### config.mk
export PLATFORM = sky130hd
export DESIGN_NAME = native_fifo_rr_arbiter
export DESIGN_NICKNAME = d
export VERILOG_FILES = /design/src/rtl/native_arb_pkg.sv /design/src/rtl/native_fifo_rr_arbiter_rr_priority_picker.sv /design/src/rtl/native_fifo_rr_arbiter.sv
export SDC_FILE = /design/constraint.sdc
export NUM_CORES = 1
export LEC_CHECK = 0
export BUFFER_PORTS_ARGS = -buffer_cell sky130_fd_sc_hd__buf_4
export CAP_MARGIN = 20
export CORE_AREA = 2 2 101 103
export CTS_CLUSTER_DIAMETER = 200
export DETAILED_ROUTE_END_ITERATION = 6
export DIE_AREA = 0 0 103 105
export PLACE_DENSITY = 0.77
export RECOVER_POWER = 50
export SLEW_MARGIN = 15
export SYNTH_ARGS = -nofsm -noshare
export SYNTH_HDL_FRONTEND = slang
export SYNTH_SLANG_ARGS = --single-unit
### constraint.sdc
create_clock -name aclk -period 3.4 [get_ports aclk]
set_input_delay 0 -clock aclk [delete_from_list [all_inputs] [get_ports aclk]]
set_output_delay 0 -clock aclk [all_outputs]
set_load 0.03 [all_outputs]
### src/rtl/native_arb_pkg.sv
// Shared definitions for the native FIFO round-robin arbiter: FSM encoding
// and the round-robin pointer width helper.
package native_arb_pkg;

    typedef enum logic [0:0] {
        ARB_IDLE = 1'b0,
        ARB_LOCK = 1'b1
    } arb_state_e;

    localparam int ARB_MIN_PTR_W = 1;

    function automatic int arb_ptr_width(input int n);
        return ($clog2(n) < ARB_MIN_PTR_W) ? ARB_MIN_PTR_W : $clog2(n);
    endfunction

endpackage

### src/rtl/native_fifo_rr_arbiter_rr_priority_picker.sv
// Combinational round-robin picker: one-hot first requester found scanning
// upward from ptr_i, wrapping modulo NumInputs.
module rr_priority_picker
    import native_arb_pkg::*;
#(
    parameter int NumInputs = 4,
    parameter int PtrW      = arb_ptr_width(NumInputs)
) (
    input  logic [NumInputs-1:0] req_i,
    input  logic [PtrW-1:0]      ptr_i,
    output logic [NumInputs-1:0] win_o
);

    logic [PtrW:0]   sum;
    logic [PtrW-1:0] idx;
    logic            found;

    always_comb begin
        win_o = '0;
        found = 1'b0;
        sum   = '0;
        idx   = '0;
        for (int k = 0; k < NumInputs; k++) begin
            sum = {1'b0, ptr_i} + (PtrW+1)'(k);
            if (sum >= (PtrW+1)'(NumInputs)) begin
                sum = sum - (PtrW+1)'(NumInputs);
            end
            idx = sum[PtrW-1:0];
            if (!found && req_i[idx]) begin
                win_o[idx] = 1'b1;
                found      = 1'b1;
            end
        end
    end

endmodule

### src/rtl/native_fifo_rr_arbiter.sv
// Round-robin arbiter from N first-word-fall-through FIFOs onto one registered
// AXI4-Stream output. Define NATIVE_ARB_PKT_LOCK_EN to hold ownership per packet.
module native_fifo_rr_arbiter
    import native_arb_pkg::*;
#(
    parameter int NumInputs   = 4,
    parameter int STDataWidth = 32,
    parameter int TidWidth    = 8,
    parameter int TdestWidth  = 8
) (
    input  logic                              aclk,
    input  logic                              arstn,
    input  logic [NumInputs*TidWidth-1:0]     s_native_tid,
    input  logic [NumInputs*TdestWidth-1:0]   s_native_tdest,
    input  logic [NumInputs*STDataWidth-1:0]  s_native_tdata,
    input  logic [NumInputs-1:0]              s_native_tlast,
    input  logic [NumInputs-1:0]              s_native_tvalid,
    output logic [NumInputs-1:0]              s_native_tready,
    output logic [TidWidth-1:0]               m_axis_tid,
    output logic [TdestWidth-1:0]             m_axis_tdest,
    output logic [STDataWidth-1:0]            m_axis_tdata,
    output logic                              m_axis_tlast,
    output logic                              m_axis_tvalid,
    input  logic                              m_axis_tready,
    output logic [NumInputs-1:0]              grant
);

    localparam int PtrW = arb_ptr_width(NumInputs);

    arb_state_e             state_q, state_d;
    logic [PtrW-1:0]        rr_ptr_q, rr_ptr_d;
    logic [NumInputs-1:0]   grant_q, grant_d;
    logic [TidWidth-1:0]    tid_q, tid_d;
    logic [TdestWidth-1:0]  tdest_q, tdest_d;
    logic [STDataWidth-1:0] tdata_q, tdata_d;
    logic                   tlast_q, tlast_d;
    logic                   tvalid_q, tvalid_d;

    logic [NumInputs-1:0]   win;
    logic [PtrW-1:0]        g_idx;
    logic [TidWidth-1:0]    sel_tid;
    logic [TdestWidth-1:0]  sel_tdest;
    logic [STDataWidth-1:0] sel_tdata;
    logic                   sel_tlast;
    logic                   ld;
    logic                   pop;
    logic                   end_beat;

    rr_priority_picker #(
        .NumInputs (NumInputs),
        .PtrW      (PtrW)
    ) u_picker (
        .req_i (s_native_tvalid),
        .ptr_i (rr_ptr_q),
        .win_o (win)
    );

    // grant_q is one-hot or zero, so the OR of matches is the owner's slice.
    always_comb begin
        g_idx     = '0;
        sel_tid   = '0;
        sel_tdest = '0;
        sel_tdata = '0;
        sel_tlast = 1'b0;
        for (int i = 0; i < NumInputs; i++) begin
            if (grant_q[i]) begin
                g_idx     = PtrW'(i);
                sel_tid   = s_native_tid[i*TidWidth +: TidWidth];
                sel_tdest = s_native_tdest[i*TdestWidth +: TdestWidth];
                sel_tdata = s_native_tdata[i*STDataWidth +: STDataWidth];
                sel_tlast = s_native_tlast[i];
            end
        end
    end

    always_comb begin
        state_d         = state_q;
        rr_ptr_d        = rr_ptr_q;
        grant_d         = grant_q;
        tid_d           = tid_q;
        tdest_d         = tdest_q;
        tdata_d         = tdata_q;
        tlast_d         = tlast_q;
        tvalid_d        = tvalid_q;
        s_native_tready = '0;
        pop             = 1'b0;
        end_beat        = 1'b0;
        ld              = !tvalid_q || m_axis_tready;

        case (state_q)
            ARB_IDLE: begin
                if (|s_native_tvalid) begin
                    grant_d = win;
                    state_d = ARB_LOCK;
                end
            end
            ARB_LOCK: begin
                s_native_tready = grant_q & s_native_tvalid & {NumInputs{ld}};
                pop             = |s_native_tready;
`ifdef NATIVE_ARB_PKT_LOCK_EN
                end_beat        = pop && sel_tlast;
`else
                end_beat        = pop;
`endif
                if (end_beat) begin
                    rr_ptr_d = (g_idx == PtrW'(NumInputs-1)) ? '0 : g_idx + PtrW'(1);
                    grant_d  = '0;
                    state_d  = ARB_IDLE;
                end
            end
            default: state_d = ARB_IDLE;
        endcase

        // The output register only advances when empty or being drained.
        if (ld) begin
            tvalid_d = pop;
            if (pop) begin
                tid_d   = sel_tid;
                tdest_d = sel_tdest;
                tdata_d = sel_tdata;
                tlast_d = sel_tlast;
            end
        end
    end

    always_ff @(posedge aclk or negedge arstn) begin
        if (!arstn) begin
            state_q  <= ARB_IDLE;
            rr_ptr_q <= '0;
            grant_q  <= '0;
            tid_q    <= '0;
            tdest_q  <= '0;
            tdata_q  <= '0;
            tlast_q  <= 1'b0;
            tvalid_q <= 1'b0;
        end else begin
            state_q  <= state_d;
            rr_ptr_q <= rr_ptr_d;
            grant_q  <= grant_d;
            tid_q    <= tid_d;
            tdest_q  <= tdest_d;
            tdata_q  <= tdata_d;
            tlast_q  <= tlast_d;
            tvalid_q <= tvalid_d;
        end
    end

    assign grant         = grant_q;
    assign m_axis_tid    = tid_q;
    assign m_axis_tdest  = tdest_q;
    assign m_axis_tdata  = tdata_q;
    assign m_axis_tlast  = tlast_q;
    assign m_axis_tvalid = tvalid_q;

endmodule

Yosys cells after proc, flatten, opt, wreduce, memory -nomap -nowiden
Index checks and enable logic that the tools add are counted.

storage, ports and cells
  register bits after elaboration = 57
  output and inout port bits = 58

cells by class
  order comparisons = 12
  mux-type cells = 55
  equality and inequality tests = 3
  bitwise operators = 6
  add/subtract/negate cells = 8
  reduce and logical (&&, ||, !) cells = 17

operator list
  kind                   count
  $mux W32               4
  $mux W8                8
  $mux W4                7
  $mux W1                19
  $mux W2                7
  $lt A2 B3 Y1 const B   4
  $or A4 B4 Y4           3
  $ge A3 B3 Y1 const B   3
  $and A4 B4 Y4          2
  $bmux W1 S2            4
  $demux W1 S2           4
  $ge A2 B1 Y1 const B   4
  $pmux W4 S2            1
  $reduce_or A4 Y1       2
  $sub A2 B1 Y2 const B  4
  $logic_and A1 B1 Y1    7
  $add A2 B2 Y3 const B  2
  $reduce_and A2 Y1      3
  $logic_not A1 Y1       4
  $add A2 B1 Y3 const B  1
  $ge A2 B3 Y1 const B   1
  $add A2 B1 Y2 const B  1
  $eq A2 B2 Y1 const B   1
  $ne A2 B1 Y1 const B   1
  other kinds (4)        4

Logic depth before layout (Yosys ltp)
Gate-level depths: netlist of run 1.

  depth after elaboration = 16
  mapped depth = 8
  depth with buffers taken out = 6

Modules after synthesis
A second synthesis of run 1 with hierarchy kept.

second synthesis, totals
  cell total of the unflattened synthesis = 411
  area, all modules = 3544.6 um^2

modules (own cells, without submodules)
  module                  area an instance (um^2)  seq. area each (um^2)  cells each  instances
  native_fifo_rr_arbiter  3241.9                   1426.4                 381         1
  rr_priority_picker      302.8                    0.0                    30          1

Worst setup path after synthesis of run 1
No wires, ideal clock.

  path type = reg-to-reg
  from = reg rr_ptr_q[0]
  to = reg grant_q[0] (netlist: grant[0])
  arrival = 1721 ps
  library setup time = 137 ps
  cell stages (with the launch flop) = 8
  slack = 1541 ps
  buffers on the path = 1
  required time = 3263 ps
  path through = dfrtp_1 buf_6 inv_1 ha_1 mux2_2 a32o_1 nand3_1 o2111ai_1

on the way
  cells in the longest elaborated chain, start to end = 16
  elaborated cells between the ends (all ways) = 61

ends and longest elaborated chain
  element                                                 line                                             RTL
  from (decl)                                             native_fifo_rr_arbiter.sv:31                     logic [PtrW-1:0] rr_ptr_q, rr_ptr_d;
  from (signal assigned)                                  native_fifo_rr_arbiter.sv:138                    rr_ptr_q <= rr_ptr_d;
  branches (longest 13 deep; another with $add A2 B1 Y3)  n/a
  $mux W4 *                                               native_fifo_rr_arbiter_rr_priority_picker.sv:29  if (!found && req_i[idx]) begin
  $mux W4 *                                               native_fifo_rr_arbiter.sv:92                     if (|s_native_tvalid) begin
  $pmux W4 S2 *                                           native_fifo_rr_arbiter.sv:90                     case (state_q)
  to (signal assigned)                                    native_fifo_rr_arbiter.sv:139                    grant_q <= grant_d;
  to (decl)                                               native_fifo_rr_arbiter.sv:32                     logic [NumInputs-1:0] grant_q, grant_d;

Mark *: on every way between the ends. The select of a mux whose other input is x is not followed.
A chain may end at the register's enable or synchronous reset.

Final worst setup path of run 1
  from = reg rr_ptr_q[0]
  to = reg grant_q[3] (netlist: grant[3])

Same word-level chain as after synthesis.

==> out/metrics.yaml, run 1 <==
routing:
  drt_pass1_iterations: 4
  vias_per_cell: 5.42
  ant_nets: 0
  drc_errors: 0
  first_iter_violations: 175
  num_vias: 4579
  drt_wl_total_mm: 14.0
  wire_per_inst_um: 16.6
setup_path:
  reg2reg_from: "rr_ptr_q[0]"
  cp_cell_sequence: "inv_1 > ha_1 > mux2_2 > a32o_1 > nand3_1 > o2111ai_1"
  rr_worst_depth: 6
  slowest_stage: "dfrtp_1"
  start_kind: "register"
  r2r_end: "grant[3]"
  critPathCaptureType: "register"
  cp.arrival_ns: 2.42
  crit_path_max_incr_delay_ns: 0.65
  critPathRequiredTime_ns: 3.60
  crit_family: "flip-flops"
  cp_max_fo: 14
  reg2reg_slack_ns: 1.18
  crit_type: "register to register"
  crit_path_start: "rr_ptr_q[0]"
  crit_buf_inv: 1
global_route:
  use_met2: 0.455
  busiest_layer: "met2"
  gr-usage-met3: 0.0475
  grt_remaining_overflow: 0
  grt_pass1_vias: 4533
  groute.layer.met1.usage: 0.285
  grt.total_usage: 0.253
  grt_pass1_wl_mm: 21.6
  grt_max_degree: 104
  antenna_found_initial: 0
timing:
  fmax_mhz: 450
  holdWs_ns: 0.0123
  tightest_slew_ns: 1.41
  finalHoldViolCount: 0
  report.final.slew_viol_count: 0
  fin_crit_ns: 2.22
  rsz0062_at_grt: "no"
  setup_tns_ns: 0
  min_period_over_period: 0.653
  fin_skew_ns: 0.00951
  slew_headroom: 0.0581
  setup_viol: 0
yosys:
  yosys.area.top_type: "dfrtp_1"
  synth_top_area_share: 0.368
  yosys_warnings: 0
  syn_nets: 680
  synth_area_um2: 3880
  syn_area_per_cell_um2: 8.25
  ys_types: 38
  ys_ff_latch: 57
  synth-seq-area-share: 0.368
  synth_cells: 470
  postSynth.asyncResetShare: 1.00
  synth-main-ff-cell: "dfrtp_1"
  yosysMostFrequentCell: "nand2_1"
  synthTopCellsByCount: "nand2_1 (105), dfrtp_1 (57), nor2_1 (56)"
  synth-edff-count: 0
  ys_top_cells_by_area: "dfrtp_1 (37%), a221oi_1 (11%), o31a_1 (11%), nand2_1 (10%), nor2_1 (5.4%)"
cts:
  cts_buffers: 9
  htree_levels: 3
  clk_path_buf_depth: 2
  cts_tree: "done"
  cts_resized: 0
  cts.sinks: 57
  insertion_delay_ns: 0.34
  path_clk_slew_ns: 0.07
  clock-root-buffer: "clkbuf_8"
  postCtsSetupBuffers: 0
layout:
  diodes: 0
  drive_gt1_frac: 0.374
  layout.nets: 917
  syn2layout_area_growth_pct: 56.2
status:
  outcome: "complete, no violations"
die:
  die-area_um2: 10800
  coreArea_um2: 9640
  die_h_um: 105
  io_pins: 261
  rows: 36
  fp.dieW_um: 103
  start_util: 0.402
power_and_ir_drop:
  power_density_nw_per_um2: 285
  leakage_nw: 2.67
  ir_drop_mv: 0.230
placed_design:
  portBuffers: 260
  dp.final_hpwl_mm: 10.1
  gp_congestion: 0.921
worst_hold_path:
  hold_end: "m_axis_tdata[5]"
  min-delay-start: "s_native_tdata[101]"
  min_path_cells: 4
  hp-class: "input pin to register"
run:
  cap_violations: 0
==> cells by family after synthesis <==
family          synth area share
fa+ha+maj                 0.0226
compound gates             0.320
simple gates               0.198
mux                       0.0213
buf+inv                   0.0697
flops                      0.368
==> worst min-delay path, stage by stage <==
cell     delay [ns]
buf_4          0.08
nand2_1        0.04
o31a_1         0.10
o21ai_1        0.10
==> state kept, by name, indices dropped and copies added (netlist names) <==
name / count
m_axis_tdata: 32
m_axis_tdest: 8
m_axis_tid: 8
grant: 4
rr_ptr_q: 2
m_axis_tlast: 1
m_axis_tvalid: 1
state_q: 1
==> cell usage in the layout (no fill, tap or decap), types with 2 or more instances in the layout <==
master and instances:
a21oi_1 2, a221o_1 2, a221oi_1 48, a22oi_1 4, buf_12 2, buf_4 231
bufinv_16 3, clkbuf_1 32, clkbuf_8 12, dfrtp_1 54, dfrtp_2 2, dlygate4sd3_1 9
ha_1 7, inv_1 3, mux2_2 2, mux4_2 2, nand2_1 105, nand3_1 8
nand4_1 4, nor2_1 56, nor2b_1 4, nor2b_4 2, o2111ai_1 4, o21ai_0 21
o21ai_1 28, o31a_1 48
==> per-stage QoR <==
stage	std cells	util	setup slack [ns]	total power, mW	cell area (µm²)
2_1_floorplan	470	-	1.54	0.706	3880
3_3_place_gp	820	0.604	1.38	0.897	5830
3_5_place_dp	820	0.604	1.22	0.902	5830
4_1_cts	845	0.641	1.21	1.74	6180
5_1_grt	845	0.628	1.08	1.79	6060
6_report	845	0.628	1.18	1.73	6060
==> worst max path at each step <==
stage	slack, ns	to	cells after the start
3_3_place_gp	1.38	grant[3]	6
4_1_cts	1.21	grant[3]	6
5_1_grt	1.08	grant[0]	6
6_report	1.18	grant[3]	6
3_5_place_dp	1.22	grant[3]	6
2_1_floorplan	1.54	grant[0]	7
==> per-layer routing <==
layer / up-vias / wire length, µm
li1: 2204 / -
met1: 2138 / 5460
met2: 195 / 7240
met3: 42 / 855
met4: 0 / 463
met5: - / 0
==> area by class of cell <==
type	count	area [µm²]
Sequential cell	57	1430
Inverter	4	15.0
Tap cell	133	166
Clock buffer	12	165
Fill cell	877	3580
Clock inverter	4	97.6
Multi-Input combinational cell	360	2190
Timing Repair Buffer	275	1990
==> power by group <==
group	internal, mW	total [mW]	switching, mW
clock	0.547	0.832	0.285
sequential	0.678	0.678	0
combinational	0.157	0.219	0.0622
total	1.38	1.73	0.347
==> timing repair <==
action | CTS | global route
endpoints found under the setup margin | 0 | 0
hold buffers | 9 | 0
hold endpoints to repair | 65 | 0
(Power assumes the default switching activity.)
==> run 2, diff against run 1 <==
- ABC_AREA: unset -> 1
- CORE_AREA: 2 2 101 103 -> 2 2 102 104
- DIE_AREA: 0 0 103 105 -> 0 0 104 106
- PLACE_DENSITY: 0.77 -> 0.75
- clock period: 3.4 -> 2.15 ns (I/O delays scaled with it)
==> out/metrics.yaml, run 2 <==
status:
  outcome: "complete, no violations"  # unchanged
power_and_ir_drop:
  p_int_mw: 3.48  # was 1.38 mW
  power.total_mw: 7.07  # was 1.73 mW
  p_sw_mw: 3.58  # was 0.347 mW
  ir_drop_mv: 0.544  # was 0.230 mV
  switching_share: 0.507  # was 0.201
  power_density_nw_per_um2: 1130  # was 285 nW/µm²
  pwr-share-comb: 0.599  # was 0.127
  leakage_nw: 3.08  # was 2.67 nW
  p_seq_frac: 0.258  # was 0.392
  clkPwrFrac: 0.143  # was 0.481
timing:
  min_period_over_period: 0.884  # was 0.653
  fin_crit_ns: 1.90  # was 2.22 ns
  finalHoldViolCount: 0  # unchanged
  tightest_slew_ns: 1.43  # was 1.41 ns
  holdWs_ns: 0.000145  # was 0.0123 ns
  slew_headroom: 0.0458  # was 0.0581
  report.final.slew_viol_count: 0  # unchanged
  setup_viol: 0  # unchanged
  rsz0062_at_grt: "no"  # unchanged
  fin_skew_ns: 0.00801  # was 0.00951 ns
  setup_tns_ns: 0  # unchanged
  fmax_mhz: 526  # was 450 MHz
yosys:
  yosys.area_share.adder: 0.0230  # was 0.0226
  synth_cells: 569  # was 470
  ys_ff_latch: 57  # unchanged
  postSynth.asyncResetShare: 1.00  # unchanged
  synth-seq-area-share: 0.374  # was 0.368
  synth_top_area_share: 0.374  # was 0.368
  synth_area_um2: 3810  # was 3880 µm²
  synth_compound_area_frac: 0.169  # was 0.320
  synthTopCellsByCount: "nand2_1 (209), nand3_1 (83), o21ai_0 (62)"  # was nand2_1 (105), dfrtp_1 (57), nor2_1 (56)
  synth_xor_area_frac: 0  # unchanged
  yosysMostFrequentCell: "nand2_1"  # unchanged
  ys_top_cells_by_area: "dfrtp_1 (37%), nand2_1 (21%), nand3_1 (11%), o21ai_0 (8.1%), a21oi_1 (4.9%)"  # was dfrtp_1 (37%), a221oi_1 (11%), o31a_1 (11%), nand2_1 (10%), nor2_1 (5.4%)
  ys_types: 22  # was 38
  syn_area_per_cell_um2: 6.70  # was 8.25 µm²
  muxShareOfSynthArea: 0  # was 0.0213
  synth_top_family_by_area: "simple AND/OR/NAND/NOR gates"  # was compound AO/OA/AOI/OAI gates
  synth-main-ff-cell: "dfrtp_1"  # unchanged
  yosys_warnings: 0  # unchanged
  syn_nets: 779  # was 680
  synth_simple_gate_area_frac: 0.360  # was 0.198
  synth-edff-count: 0  # unchanged
  yosys.area.top_type: "dfrtp_1"  # unchanged
cts:
  cts_resized: 0  # unchanged
  htree_levels: 3  # unchanged
  clock-root-buffer: "clkbuf_8"  # unchanged
  cts_buffers: 9  # unchanged
  clk_path_buf_depth: 2  # unchanged
  path_clk_slew_ns: 0.06  # was 0.07 ns
  cts_tree: "done"  # unchanged
  postCtsSetupBuffers: 0  # unchanged
  insertion_delay_ns: 0.34  # about the same
  cts.sinks: 57  # unchanged
die:
  die_h_um: 106  # was 105 µm
  die-area_um2: 11000  # was 10800 µm²
  rows: 37  # was 36
  fp.dieW_um: 104  # was 103 µm
  coreArea_um2: 10000  # was 9640 µm²
  io_pins: 261  # unchanged
  start_util: 0.381  # was 0.402
routing:
  first_iter_violations: 312  # was 175
  num_vias: 5104  # was 4579
  drt_wl_total_mm: 15.0  # was 14.0 mm
  ant_nets: 0  # unchanged
  vias_per_cell: 5.13  # was 5.42
  wire_per_inst_um: 15.0  # was 16.6 µm
  drc_errors: 0  # unchanged
  drt_pass1_iterations: 5  # was 4
placed_design:
  portBuffers: 260  # unchanged
  post-place-cells: 940  # was 820
  gp_congestion: 0.890  # was 0.921
  dp.final_hpwl_mm: 10.9  # was 10.1 mm
setup_path:
  crit_buf_inv: 2  # was 1
  cp_cell_sequence: "inv_2 > ha_1 > inv_1 > nand3_1 > nand2_1 > nand2_4 > nor2_4 > nand2_1 > nand3_1 > nand2_1 > nand2_1"  # was inv_1 > ha_1 > mux2_2 > a32o_1 > nand3_1 > o2111ai_1
  critPathRequiredTime_ns: 2.42  # was 3.60 ns
  path_depth: 11  # was 6
  slowest_stage: "dfrtp_1"  # unchanged
  crit_family: "simple AND/OR/NAND/NOR gates"  # was flip-flops
  critPathCaptureType: "register"  # unchanged
  rr_worst_depth: 11  # was 6
  cp_max_fo: 11  # was 14
  cp.arrival_ns: 2.17  # was 2.42 ns
  crit_top_cell: "nand2_1"
  crit_path_max_incr_delay_ns: 0.56  # was 0.65 ns
  start_kind: "register"  # unchanged
  crit_type: "register to register"  # unchanged
run:
  cap_violations: 0  # unchanged
global_route:
  grt_pass1_vias: 4880  # was 4533
  grt_max_degree: 59  # was 104
  grt_remaining_overflow: 0  # unchanged
  grt_pass1_wl_mm: 23.6  # was 21.6 mm
  grt.total_usage: 0.265  # was 0.253
  antenna_found_initial: 0  # unchanged
layout:
  largest_reg_flops: 32  # unchanged
  layout_common_cells: "buf_4 (221), nand2_1 (209), nand3_1 (83)"  # was buf_4 (231), nand2_1 (105), nor2_1 (56)
  drive_gt1_frac: 0.297  # was 0.374
  syn2layout_area_growth_pct: 63.8  # was 56.2%
  diodes: 0  # unchanged
  final_common_cell: "buf_4"  # unchanged
  fin_cells: 994  # was 845
  layout.nets: 1064  # was 917
worst_hold_path:
  hp-class: "input pin to register"  # unchanged
  min_path_cells: 3  # was 4
==> run 2: repair_timing <==
action                                  4_1_cts  5_1_grt
endpoints found under the setup margin        0        0
hold buffers                                 39        0
hold endpoints to repair                     95        0
==> run 2: worst register-to-register path: cells and delay by family, from the launching register on <==
| kind | cells | cell delay, ns |
|---|---|---|
| flip-flops | 1 | 0.56 |
| adder cells (fa/ha/maj) | 1 | 0.37 |
| buffers and inverters | 2 | 0.28 |
| AND/OR/NAND/NOR | 8 | 0.64 |
==> run 2: power by group through the flow <==
stage	registers [mW]	logic, mW	clock network [mW]
detailed placement	1.84	4.48	0
floorplan	2.56	2.18	0
global placement	1.82	4.40	0
global route	1.88	4.66	1.08
CTS	1.83	4.54	1.03
finish	1.82	4.23	1.01
==> run 2: worst paths after layout <==
check / from / to / slack, ns
max: rr_ptr_q[0] / grant[3] / 0.25
min: s_native_tdata[120] / m_axis_tdata[24] / 0.0001
max reg2reg: rr_ptr_q[0] / grant[3] / 0.25
min reg2reg: m_axis_tid[7] / m_axis_tid[7] / 0.48
max in group asynchronous: arstn / grant[2] / 0.65
min in group asynchronous: arstn / m_axis_tid[2] / 0.54
==> run 2: kinds of logic after synthesis <==
logic type | after synthesis
and+or+nand+nor | 321
AOI/OAI and AO/OA | 126
buffers and inverters | 58
DFF | 57
adders and majority gates | 7
==> run 2: through the flow <==
stage	worst slack (ns)	area (µm²)	utilization
2_1_floorplan	0.479	3810	-
3_3_place_gp	0.388	5850	0.585
3_5_place_dp	0.270	5850	0.585
4_1_cts	0.253	6430	0.643
5_1_grt	0.0821	6240	0.624
6_report	0.249	6240	0.624
==> run 2: layout make-up <==
cell class              count  area (µm²)
flip-flops and latches     57        1430
fillers                   936        3760
clock buffers              12         155
repair buffers            312        2260
clock inverters             3        40.0
inverters                  20        77.6
well taps                 136         170
multi-input cells         454        2110
==> run 2: layer usage <==
layer  track usage  part of all wire  up-vias
met3        0.0570             0.076       32
met1         0.322              0.41     2383
met5             0                 0        -
met2         0.457              0.50      229
li1              -                 -     2460
met4         0.106             0.024        0
